--- src/rtl/uaz8_pkg.sv ---
// Shared definitions for the MicroUAZ8 fetch path: FSM encoding, default
// address width / reset PC, and the fetch buffer depth.
// Optional feature macro: FETCH_PREFETCH_EN (two-entry prefetch buffer).
package uaz8_pkg;

  localparam int unsigned ADDR_W_DEF   = 8;
  localparam int unsigned RESET_PC_DEF = 0;

  // Fetch FSM encoding
  localparam logic [1:0] S_REQ   = 2'd0;
  localparam logic [1:0] S_IDLE  = 2'd1;
  localparam logic [1:0] S_DRAIN = 2'd2;

`ifdef FETCH_PREFETCH_EN
  // Two slots let a fetch overlap a decode stall and stream at 1 byte/cycle.
  localparam int unsigned FETCH_DEPTH = 2;
`else
  // Single slot: fetch waits for each byte to be consumed.
  localparam int unsigned FETCH_DEPTH = 1;
`endif

endpackage

--- src/rtl/fetch_buf.sv ---
// Small FIFO of {opcode, address} entries between fetch and decode.
// Flush wins over push/pop. Storage is not cleared on flush, so the head
// stays stable (stale) while the buffer is empty.
module fetch_buf #(
  parameter int unsigned      DEPTH   = 1,
  parameter int unsigned      W       = 16,
  parameter logic [W-1:0]     RST_VAL = '0
) (
  input  logic         i_Clk,
  input  logic         i_Rst_n,
  input  logic         i_Push,
  input  logic         i_Pop,
  input  logic         i_Flush,
  input  logic [W-1:0] i_Data,
  output logic [W-1:0] o_Head,
  output logic         o_Full,
  output logic         o_Empty,
  output logic         o_Last_Slot
);

  localparam int unsigned PW = (DEPTH > 1) ? $clog2(DEPTH) : 1;
  localparam int unsigned CW = $clog2(DEPTH + 1);

  logic [W-1:0]  mem_q [DEPTH];
  logic [PW-1:0] rd_q, rd_d, wr_q, wr_d;
  logic [CW-1:0] cnt_q, cnt_d;
  logic          push_ok, pop_ok;

  function automatic logic [PW-1:0] ptr_inc(input logic [PW-1:0] p);
    return (p == PW'(DEPTH - 1)) ? '0 : p + PW'(1);
  endfunction

  assign o_Full      = (cnt_q == CW'(DEPTH));
  assign o_Empty     = (cnt_q == '0);
  assign o_Last_Slot = (cnt_q == CW'(DEPTH - 1));
  assign o_Head      = mem_q[rd_q];

  // A push into a full buffer is only legal when the head leaves this cycle.
  assign pop_ok  = i_Pop  & ~i_Flush & ~o_Empty;
  assign push_ok = i_Push & ~i_Flush & (~o_Full | pop_ok);

  // Pointer and occupancy next-state
  always_comb begin
    rd_d  = rd_q;
    wr_d  = wr_q;
    cnt_d = cnt_q;
    if (i_Flush) begin
      rd_d  = '0;
      wr_d  = '0;
      cnt_d = '0;
    end else begin
      if (push_ok) wr_d = ptr_inc(wr_q);
      if (pop_ok)  rd_d = ptr_inc(rd_q);
      case ({push_ok, pop_ok})
        2'b10:   cnt_d = cnt_q + CW'(1);
        2'b01:   cnt_d = cnt_q - CW'(1);
        default: cnt_d = cnt_q;
      endcase
    end
  end

  // Pointer and occupancy registers
  always_ff @(posedge i_Clk or negedge i_Rst_n) begin
    if (!i_Rst_n) begin
      rd_q  <= '0;
      wr_q  <= '0;
      cnt_q <= '0;
    end else begin
      rd_q  <= rd_d;
      wr_q  <= wr_d;
      cnt_q <= cnt_d;
    end
  end

  // Entry storage; reset value defines the head seen before any fetch
  always_ff @(posedge i_Clk or negedge i_Rst_n) begin
    if (!i_Rst_n) begin
      for (int i = 0; i < int'(DEPTH); i++) mem_q[i] <= RST_VAL;
    end else if (push_ok) begin
      mem_q[wr_q] <= i_Data;
    end
  end

endmodule

--- src/rtl/instr_fetch.sv ---
// MicroUAZ8 instruction fetch sequencer: walks the program counter, reads
// opcode bytes over a req/ack handshake, buffers them and hands them to
// decode over valid/ready. Jumps flush the buffer; an in-flight read is
// always completed (and discarded) before the new target is requested.
// Optional feature macro: FETCH_PREFETCH_EN (see uaz8_pkg).
module instr_fetch
  import uaz8_pkg::*;
#(
  parameter int unsigned       ADDR_W   = ADDR_W_DEF,
  parameter logic [ADDR_W-1:0] RESET_PC = ADDR_W'(RESET_PC_DEF)
) (
  input  logic              i_Clk,
  input  logic              i_Rst_n,
  output logic              o_Mem_Req,
  output logic [ADDR_W-1:0] o_Mem_Addr,
  input  logic              i_Mem_Ack,
  input  logic [7:0]        i_Mem_Data,
  input  logic              i_Jump,
  input  logic [ADDR_W-1:0] i_Jump_Addr,
  output logic [7:0]        o_Instruction,
  output logic [ADDR_W-1:0] o_PC,
  output logic              o_Valid,
  input  logic              i_Ready
);

  localparam int unsigned EW = 8 + ADDR_W;

  logic [1:0]        state_q, state_d;
  logic [ADDR_W-1:0] fpc_q, fpc_d;
  logic [ADDR_W-1:0] tgt_q, tgt_d;
  logic              started_q;

  logic              ack_acc, pop, push, flush;
  logic              buf_full, buf_empty, buf_last;
  logic              full_after;
  logic [EW-1:0]     head;

  // started_q keeps the request low during and right after reset even
  // though the FSM already sits in S_REQ.
  assign o_Mem_Req  = started_q & (state_q != S_IDLE);
  assign o_Mem_Addr = fpc_q;
  assign ack_acc    = o_Mem_Req & i_Mem_Ack;

  assign o_Valid    = ~buf_empty;
  assign pop        = o_Valid & i_Ready & ~i_Jump;
  // Occupancy after this cycle's push and pop, given that a push happens.
  assign full_after = pop ? buf_full : buf_last;

  assign o_Instruction = head[EW-1:ADDR_W];
  assign o_PC          = head[ADDR_W-1:0];

  // Fetch FSM, fetch pointer and jump-target next-state
  always_comb begin
    state_d = state_q;
    fpc_d   = fpc_q;
    tgt_d   = tgt_q;
    push    = 1'b0;
    flush   = 1'b0;
    if (!started_q) begin
      // No request has been issued yet, so a jump simply retargets.
      if (i_Jump) begin
        flush = 1'b1;
        fpc_d = i_Jump_Addr;
      end
    end else begin
      case (state_q)
        S_REQ: begin
          if (i_Jump) begin
            flush = 1'b1;
            if (ack_acc) begin
              fpc_d = i_Jump_Addr;
            end else begin
              tgt_d   = i_Jump_Addr;
              state_d = S_DRAIN;
            end
          end else if (ack_acc) begin
            push  = 1'b1;
            fpc_d = fpc_q + ADDR_W'(1);
            if (full_after) state_d = S_IDLE;
          end
        end
        S_IDLE: begin
          if (i_Jump) begin
            flush   = 1'b1;
            fpc_d   = i_Jump_Addr;
            state_d = S_REQ;
          end else if (pop) begin
            state_d = S_REQ;
          end
        end
        S_DRAIN: begin
          if (i_Jump) begin
            flush = 1'b1;
            tgt_d = i_Jump_Addr;
          end
          // Drained data is dropped; the newest target always wins.
          if (ack_acc) begin
            fpc_d   = i_Jump ? i_Jump_Addr : tgt_q;
            state_d = S_REQ;
          end
        end
        default: state_d = S_REQ;
      endcase
    end
  end

  // Fetch state registers
  always_ff @(posedge i_Clk or negedge i_Rst_n) begin
    if (!i_Rst_n) begin
      state_q   <= S_REQ;
      fpc_q     <= RESET_PC;
      tgt_q     <= RESET_PC;
      started_q <= 1'b0;
    end else begin
      state_q   <= state_d;
      fpc_q     <= fpc_d;
      tgt_q     <= tgt_d;
      started_q <= 1'b1;
    end
  end

  fetch_buf #(
    .DEPTH   (FETCH_DEPTH),
    .W       (EW),
    .RST_VAL ({8'h00, RESET_PC})
  ) u_buf (
    .i_Clk       (i_Clk),
    .i_Rst_n     (i_Rst_n),
    .i_Push      (push),
    .i_Pop       (pop),
    .i_Flush     (flush),
    .i_Data      ({i_Mem_Data, fpc_q}),
    .o_Head      (head),
    .o_Full      (buf_full),
    .o_Empty     (buf_empty),
    .o_Last_Slot (buf_last)
  );

endmodule

--- config.mk ---
export PLATFORM = sky130hd
export DESIGN_NAME = instr_fetch
export DESIGN_NICKNAME = d
export VERILOG_FILES = /design/src/rtl/uaz8_pkg.sv /design/src/rtl/fetch_buf.sv /design/src/rtl/instr_fetch.sv
export SDC_FILE = /design/constraint.sdc
export NUM_CORES = 1
export LEC_CHECK = 0
export BUFFER_PORTS_ARGS = -buffer_cell sky130_fd_sc_hd__buf_2
export CAP_MARGIN = 5
export CELL_PAD_IN_SITES_DETAIL_PLACEMENT = 1
export CELL_PAD_IN_SITES_GLOBAL_PLACEMENT = 2
export CORE_AREA = 2 2 109 69
export DETAILED_ROUTE_END_ITERATION = 7
export DIE_AREA = 0 0 111 71
export GPL_TIMING_DRIVEN = 1
export PLACE_DENSITY_LB_ADDON = 0.1
export SETUP_SLACK_MARGIN = 0.02
export SKIP_CTS_REPAIR_TIMING = 1
export SLEW_MARGIN = 20
export SYNTH_ARGS = -nofsm -noshare
export SYNTH_HDL_FRONTEND = slang
export SYNTH_SLANG_ARGS = --single-unit
export TNS_END_PERCENT = 10
--- constraint.sdc ---
create_clock -name i_Clk -period 2.95 [get_ports i_Clk]
set_clock_uncertainty 0.15 [all_clocks]
set_input_delay 0.59 -clock i_Clk [delete_from_list [all_inputs] [get_ports i_Clk]]
set_output_delay 0.59 -clock i_Clk [all_outputs]
set_load 0.03 [all_outputs]
# Word level (Yosys, flattened, before mapping)
# Index checks and enable logic that the tools add are counted.
[totals] input_bits=21 regBits=38 wordCells=91 output_inout_bits=26
[op_classes] add_sub_neg=5 muxes=38 bitwise=12 n_reduce_logical=10 eq_ne=15 n_lt_le_gt_ge=3
[ops] operator="$mux W8" count=9
[ops] operator="$mux W16" count=2
[ops] operator="$pmux W8 S3" count=1
[ops] operator="$ne A3 B3 Y1 const B" count=6
[ops] operator="$bwmux W16" count=1
[ops] operator="$pmux W8 S2" count=1
[ops] operator="$mux W1" count=15
[ops] operator="$mux W2" count=7
[ops] operator="$add A8 B1 Y8 const B" count=1
[ops] operator="$and A1 B1 Y1" count=8
[ops] operator="$ne A2 B2 Y1 const B" count=3
[ops] operator="$pmux W2 S3" count=1
[ops] operator="$reduce_and A6 Y1" count=1
[ops] operator="$reduce_bool A2 Y1" count=3
[ops] operator="$eq A2 B1 Y1 const B" count=2
[ops] operator="$eq A2 B2 Y1 const B" count=2
[ops] operator="$ne A4 B1 Y1 const B" count=1
[ops] operator="$reduce_and A4 Y1" count=1
[ops] operator="$add A1 B1 Y1 const B" count=3
[ops] operator="$not A1 Y1" count=3
[ops] operator="$reduce_and A3 Y1" count=1
[ops] operator="$reduce_bool A3 Y1" count=1
[ops] operator="$reduce_or A3 Y1" count=1
[ops] operator="$logic_not A2 Y1" count=1
[ops] operator="other kinds (7)" count=8

# Logic depth before layout (Yosys ltp)
# Gate-level depths: netlist of the first run.
[depth] depth_word=12 mapped_depth=9 ltp_nobuf=7

# By module
# From an unflattened synthesis of the first run, not the netlist that was laid out.
[unflattened] hier_cells=201 area_unflattened_um2=2152.1
[modules_own_cells] mod="instr_fetch" cells_per_inst=161 instances=1 area_each_um2=1480.2 seq_area_each_um2=475.5
[modules_own_cells] mod="fetch_buf" cells_per_inst=40 instances=1 area_each_um2=671.9 seq_area_each_um2=425.4

# Worst setup path before layout of the first run
# OpenSTA, ideal clock, no wires.
[synth_timing] path_type="reg2out" from="register started_q" to="output o_Mem_Req" stages_incl_launch_ff=4 required_time_ns=2.210 arrival_time_ns=1.403 path_buffers=2 path_slack_ns=0.807 path_cell_list="dfrtp_1 buf_2 buf_1 nor2b_1"
[synth_between] elab_chain_len=1
[synth_rtl] item="start, declared" line_no="instr_fetch.sv:31" text="logic started_q;"
[synth_rtl] item="start signal, assigned" line_no="instr_fetch.sv:113" text="started_q <= 1'b0;"
[synth_rtl] item="start signal, assigned" line_no="instr_fetch.sv:118" text="started_q <= 1'b1;"
[synth_rtl] item="$and A1 B1 Y1" line_no="instr_fetch.sv:40" text="assign o_Mem_Req = started_q & (state_q != S_IDLE);"
[synth_rtl] item="end, declared" line_no="instr_fetch.sv:14" text="output logic o_Mem_Req,"
# No other way between the ends.

# Worst setup path after layout of the first run
[layout_timing] from="register state_q[1]" to="register tgt_q[0]"
[layout_between] elab_chain_len=5 elab_cells_between_ends=10 cone_classes="4 x eq/ne; 1 x mux; 2 x bitwise; 3 x reduce/logical"
[layout_rtl] item="start, declared" line_no="instr_fetch.sv:28" text="logic [1:0] state_q, state_d;"
[layout_rtl] item="start signal, assigned" line_no="instr_fetch.sv:115" text="state_q <= state_d;"
[layout_rtl] item="$ne A2 B1 Y1" line_no="instr_fetch.sv:40"
[layout_rtl] item="$and A1 B1 Y1" line_no="instr_fetch.sv:40"
[layout_rtl] item="$and A1 B1 Y1" line_no="instr_fetch.sv:42" text="assign ack_acc = o_Mem_Req & i_Mem_Ack;"
[layout_rtl] item="$ne A2 B2 Y1 (no source line)"
[layout_rtl] item="$reduce_and A4 Y1 (no source line)"
[layout_rtl] item="end signal, assigned" line_no="instr_fetch.sv:117" text="tgt_q <= tgt_d;"
[layout_rtl] item="end, declared" line_no="instr_fetch.sv:30" text="logic [ADDR_W-1:0] tgt_q, tgt_d;"
# Parallel ways exist; a longest one is shown, timed or not.
# A chain may end at the register's enable or synchronous reset.

==> flow_metrics.tcl, run 1 <==
set metrics [dict create \
    layout.nets 270 \
    p_seq_share_pct 30.3 \
    clk_latency_ns 0.27 \
    nFillCells 781 \
    hold_viol_final 0 \
    cp-endpoint "tgt_q[0]" \
    die_area_um2 7880 \
    ys_types 50 \
    slew_viol_final 0 \
    ir_drop_v 0.000393 \
    routed_wl_um 5810 \
    reg2reg_setup_slack_ns 0.58 \
    cts_buffer_depth 2 \
    grt_pass1_vias 1764 \
    required_ns 2.96 \
    switchingPower_uw 1370 \
    p_per_area_nw_per_um2 1190 \
    cts.sinks 36 \
    fin_crit_ns 2.37 \
    htree_levels 2 \
    rsz0062_at_grt "no" \
    synth_nets 223 \
    drc 0 \
    drt_iter0_markers 74 \
    reg2reg_to "tgt_q[0]" \
    rr_startpoint "state_q[1]" \
    ff2ff_path_depth 6 \
    synth_edf_count 0 \
    register_area_um2 901 \
    fin_tns_setup_ns 0 \
    die_w_um 111 \
    critPathMaxFanout 9 \
    worst_pin_slew_ns 0.857 \
    grt_first_pass_wirelength_um 9770 \
    dp_hpwl_um 4150 \
    port_buffers 46 \
    gr-total-overflow 0 \
    worst_setup_path_end_kind "flip-flop" \
    rows 24 \
    diodes 0 \
    maxCapViolations 0 \
    crit_start "state_q[1]" \
    syn_to_final_growth_pct 21.8 \
    setup_viol 0 \
    power.share.switching_pct 43.9 \
    max_freq_mhz 421 \
    layout-drive-gt1-share_pct 37.6 \
    p_int_uw 1750 \
    synth-seq-area-share_pct 41.9 \
    stdcell_count 336 \
    placed_area_um2 2450 \
    dr.pass1.iters 4 \
    start_util_pct 31.0 \
    status "finished clean" \
    grt_max_degree 37 \
    preCtsSetupSlack_ns 0.582 \
    numCtsBuffers 5 \
    cts_tree "yes" \
    synthArstFlopShare_pct 100 \
    yosys_warnings 0 \
    antenna_found_initial 0 \
    finalPower_uw 3120 \
    grtUsageTotal_pct 15.7 \
    synth_seq_cells 36 \
    ant_nets 0 \
    wl_per_cell_um 17.3 \
    p_comb_share_pct 50.5 \
    clk_pin_slew_ns 0.06 \
    multi_input_area_um2 1130 \
    die_y_um 71 \
    arrival_ns 2.39 \
    holdCritPathClass "in2async" \
    period_share_pct 80.5 \
    post_synth.cell_area_avg_um2 10.9 \
    p_clk_share_pct 19.2 \
    finalInstanceArea_um2 2620 \
    syn_area_um2 2150 \
    leakage_uw 0.00118 \
    relSlewSlack_pct 42.9 \
    synth_ff_type "dfrtp_1" \
    root_buffer "clkbuf_16" \
    cp-start-kind "flip-flop" \
    crit_type "reg2reg" \
    synth_cells 197 \
    routabilityCongestion 0.718 \
    vias 1679 \
    core_um2 6940 \
    io_pins 47 \
    worst_slack_ns 0.576 \
    vias_per_cell 5.00 \
    dp_cells 328 \
]
[worst max-delay path: stages, from the launching register on]
cell,delay [ns]
dfrtp_1,0.41
inv_1,0.11
ha_1,0.42
nor2b_4,0.12
a211oi_2,0.47
buf_4,0.24
mux2_2,0.33
[per-layer routing]
layer / share of wire [%] / routed length, um / up-vias / global-route usage (%)
met5: 0 / 0 / - / 0
met4: 0.64 / 37 / 0 / 2.92
met3: 3.6 / 212 / 5 / 3.68
met2: 39 / 2240 / 27 / 21.3
met1: 57 / 3320 / 830 / 25.2
li1: - / - / 817 / -
[cell usage in the layout (no fill, tap or decap), drive strengths merged, types with 7 or more instances in the layout]
cell and count:
dfrtp 36, nor2 9, buf 51, nand2 11
o21ai 15, inv 10, mux2 26, mux2i 7
[worst min path at each step]
stage                    start              end  slack (ns)  cells after the start
2_1_floorplan          i_Rst_n    o_Mem_Addr[0]        0.14                      0
3_5_place_dp   u_buf.mem_q[15]  u_buf.mem_q[15]        0.34                      1
3_3_place_gp    u_buf.mem_q[9]   u_buf.mem_q[9]        0.34                      1
5_1_grt                i_Rst_n       state_q[1]        0.34                      1
6_report               i_Rst_n       state_q[0]        0.27                      1
4_1_cts                i_Rst_n       state_q[0]        0.30                      1
[power groups by stage]
stage	logic [uW]	registers, uW	clock network (uW)
after floorplan	872	1230	0
after global placement	1590	955	0
after detailed placement	1590	957	0
after CTS	1590	950	616
after global routing	1720	991	642
final	1580	948	600
[synthesized netlist by cell type (2+ instances only)]
master | count | area share (%)
mux2_4 | 11 | 7.7
nand3_1 | 5 | 1.2
and2_1 | 2 | 0.58
nor3b_1 | 2 | 0.70
inv_1 | 10 | 1.7
nand2_1 | 11 | 1.9
nor2b_1 | 3 | 0.87
mux2_2 | 15 | 7.9
and3_1 | 3 | 0.87
xnor2_1 | 4 | 1.6
o32ai_1 | 2 | 0.82
buf_6 | 3 | 1.6
xor2_1 | 2 | 0.82
a211oi_1 | 5 | 1.7
nand4_1 | 2 | 0.58
a21oi_1 | 6 | 1.4
mux2i_1 | 7 | 3.3
o21ai_0 | 15 | 3.5
a31oi_1 | 6 | 1.7
buf_2 | 4 | 0.93
a32oi_1 | 2 | 0.82
o31a_1 | 2 | 0.82
ha_1 | 5 | 2.9
nor2_1 | 8 | 1.4
buf_4 | 2 | 0.70
dfrtp_1 | 36 | 42
[kinds of logic (layout without fill, tap and decap cells)]
kind of cell	after synthesis	after routing	share of synthesized area, %
buffers and inverters	21	69	5.30
muxes	33	33	18.8
other	1	1	0.175
and+or+nand+nor	44	44	11.9
AOI/OAI and AO/OA	51	51	16.5
DFF	36	36	41.9
adders and majority gates	5	5	2.91
xor gates and xnor gates	6	6	2.45
[layout make-up]
class	count	area share [%]
clock buffers	6	4.92
clock inverters	2	1.34
inverters	10	1.43
multi-input cells	140	43.3
flip-flops and latches	36	34.4
well taps	91	4.35
repair buffers	51	10.2
[flip-flops by register name, summed over array words and instances, names as in the netlist]
| name | count |
|---|---|
| tgt_q | 8 |
| u_buf.o_Full | 1 |
| started_q | 1 |
| state_q | 2 |
| o_Mem_Addr | 8 |
| u_buf.mem_q | 16 |
[stage by stage]
stage | utilization, % | hold slack (ns)
after global routing | 37.7 | 0.338
after detailed placement | 35.4 | 0.341
after CTS | 37.7 | 0.299
after floorplan | - | 0.144
final | 37.7 | 0.274
after global placement | 35.4 | 0.337
Note: power is estimated with default switching activity, not from simulation.
==> inputs of run 2 (changes only) <==
clock period = 2.5 ns   (was 2.95 ns; I/O delays follow)
==> run 2 against run 1 <==
Compared with the run above:
- clock power hardly changed
- die area stayed put
- sequential power is 18% higher
- final area is 1.7% higher
- combinational power is 22% higher
- first-iteration DRC count is 30% lower
- routed wire length is 1.6% higher
==> flow_metrics.tcl, run 2 (synthesized netlist as in run 1, its figures left out) <==
set metrics [dict create \
    status "finished clean" \
    dp_hpwl_um 4320 \
    finalPower_uw 3630 \
    p_per_area_nw_per_um2 1360 \
    die_y_um 71 \
    cts.sinks 36 \
    cpMaxStageDelayCell "dfrtp_1" \
    period_share_pct 89.9 \
    setup_viol 0 \
    fin_tns_setup_ns 0 \
    layout-drive-gt1-share_pct 38.9 \
    grt_first_pass_wirelength_um 10000 \
    grtUsageTotal_pct 16.2 \
    finalInstanceArea_um2 2660 \
    max_freq_mhz 445 \
    worst_setup_path_end_kind "primary output" \
    cts_tree "yes" \
    critPathMaxFanout 6 \
    dr.pass1.iters 4 \
    largest_reg_flops 16 \
    path_delay_family "buffers and inverters" \
    die_w_um 111 \
    gr-total-overflow 0 \
    required_ns 1.85 \
    port_buffers 46 \
    routabilityCongestion 0.726 \
    crit_type "reg2out" \
    root_buffer "clkbuf_16" \
    worst_hold_slack_ns 0.295 \
    slew_viol_final 0 \
    placed_area_um2 2520 \
    holdCritPathClass "in2reg" \
    rsz0062_at_grt "no" \
    cp-start-kind "flip-flop" \
    start_util_pct 31.0 \
    maxCapViolations 0 \
    die_area_um2 7880 \
    hold_viol_final 0 \
    core_um2 6940 \
    critPathMaxStageDelay_ns 0.39 \
    vias_per_cell 5.04 \
    regMostFlops "u_buf.mem_q" \
    rows 24 \
    syn_to_final_growth_pct 23.9 \
    arrival_ns 1.60 \
    grt_max_degree 29 \
    cts_buffer_depth 2 \
    layout.nets 278 \
    relSlewSlack_pct 62.3 \
    clk_pin_slew_ns 0.06 \
    fin_crit_ns 2.25 \
    fin_util_pct 38.4 \
    leakage_uw 0.00121 \
    htree_levels 2 \
    io_pins 47 \
    diodes 0 \
    drt_iter0_markers 52 \
    worst-path-buf-inv 3 \
    critical_path.cell_chain "inv_1 -> ha_1 -> buf_4 -> nor2b_1 -> buf_2" \
    layout_common_cells "buf_2, dfrtp_1, o21ai_0, mux2_2" \
    grt_pass1_vias 1818 \
    clk_latency_ns 0.28 \
    antenna_found_initial 0 \
    ir_drop_v 0.000429 \
    routed_wl_um 5900 \
    worst_pin_slew_ns 0.566 \
    ant_nets 0 \
    wl_per_cell_um 17.2 \
    numCtsBuffers 5 \
    drc 0 \
    final_common_cell "buf_2" \
    vias 1729 \
]
==> run 2: final cells by class <==
cell class              count  area, um2
multi-input cells         140       1130
repair buffers             59        343
clock inverters             1       5.00
well taps                  91        114
inverters                  10       37.5
fillers                   804       4270
clock buffers               6        129
flip-flops and latches     36        901
==> run 2: routing by layer <==
layer,up-vias,part of all wire (%),GRT usage (%)
li1,834,-,-
met1,862,56,24.8
met2,27,39,22.5
met3,6,3.4,4.37
met4,0,1.1,4.17
met5,-,0,0
==> run 2: path summary, 6_finish.rpt <==
path                                      start         endpoint  slack (ns)  cells past startpoint
max in group asynchronous               i_Rst_n   u_buf.mem_q[1]        1.08                      3
worst min-delay path              i_Mem_Data[2]  u_buf.mem_q[10]        0.29                      2
worst max-delay path                 state_q[1]        o_Mem_Req        0.25                      5
min in group asynchronous               i_Rst_n       state_q[0]        0.48                      2
worst min register to register  u_buf.mem_q[12]  u_buf.mem_q[12]        0.35                      1
worst max register to register       state_q[0]    o_Mem_Addr[0]        0.28                      7
==> run 2: metrics by stage <==
step | setup slack, ns | cells
final | 0.251 | 343
after global routing | 0.144 | 343
after CTS | 0.223 | 342
after detailed placement | 0.313 | 335
after global placement | 0.273 | 335
after floorplan | 0.363 | 197
==> run 2: where the power goes <==
part / total [uW] / internal, uW / leakage (uW) / switching [uW]
clock: 600 / 362 / 0.0000667 / 237
combinational: 1920 / 783 / 0.000705 / 1130
sequential: 1120 / 857 / 0.000434 / 261
total: 3630 / 2000 / 0.00121 / 1630
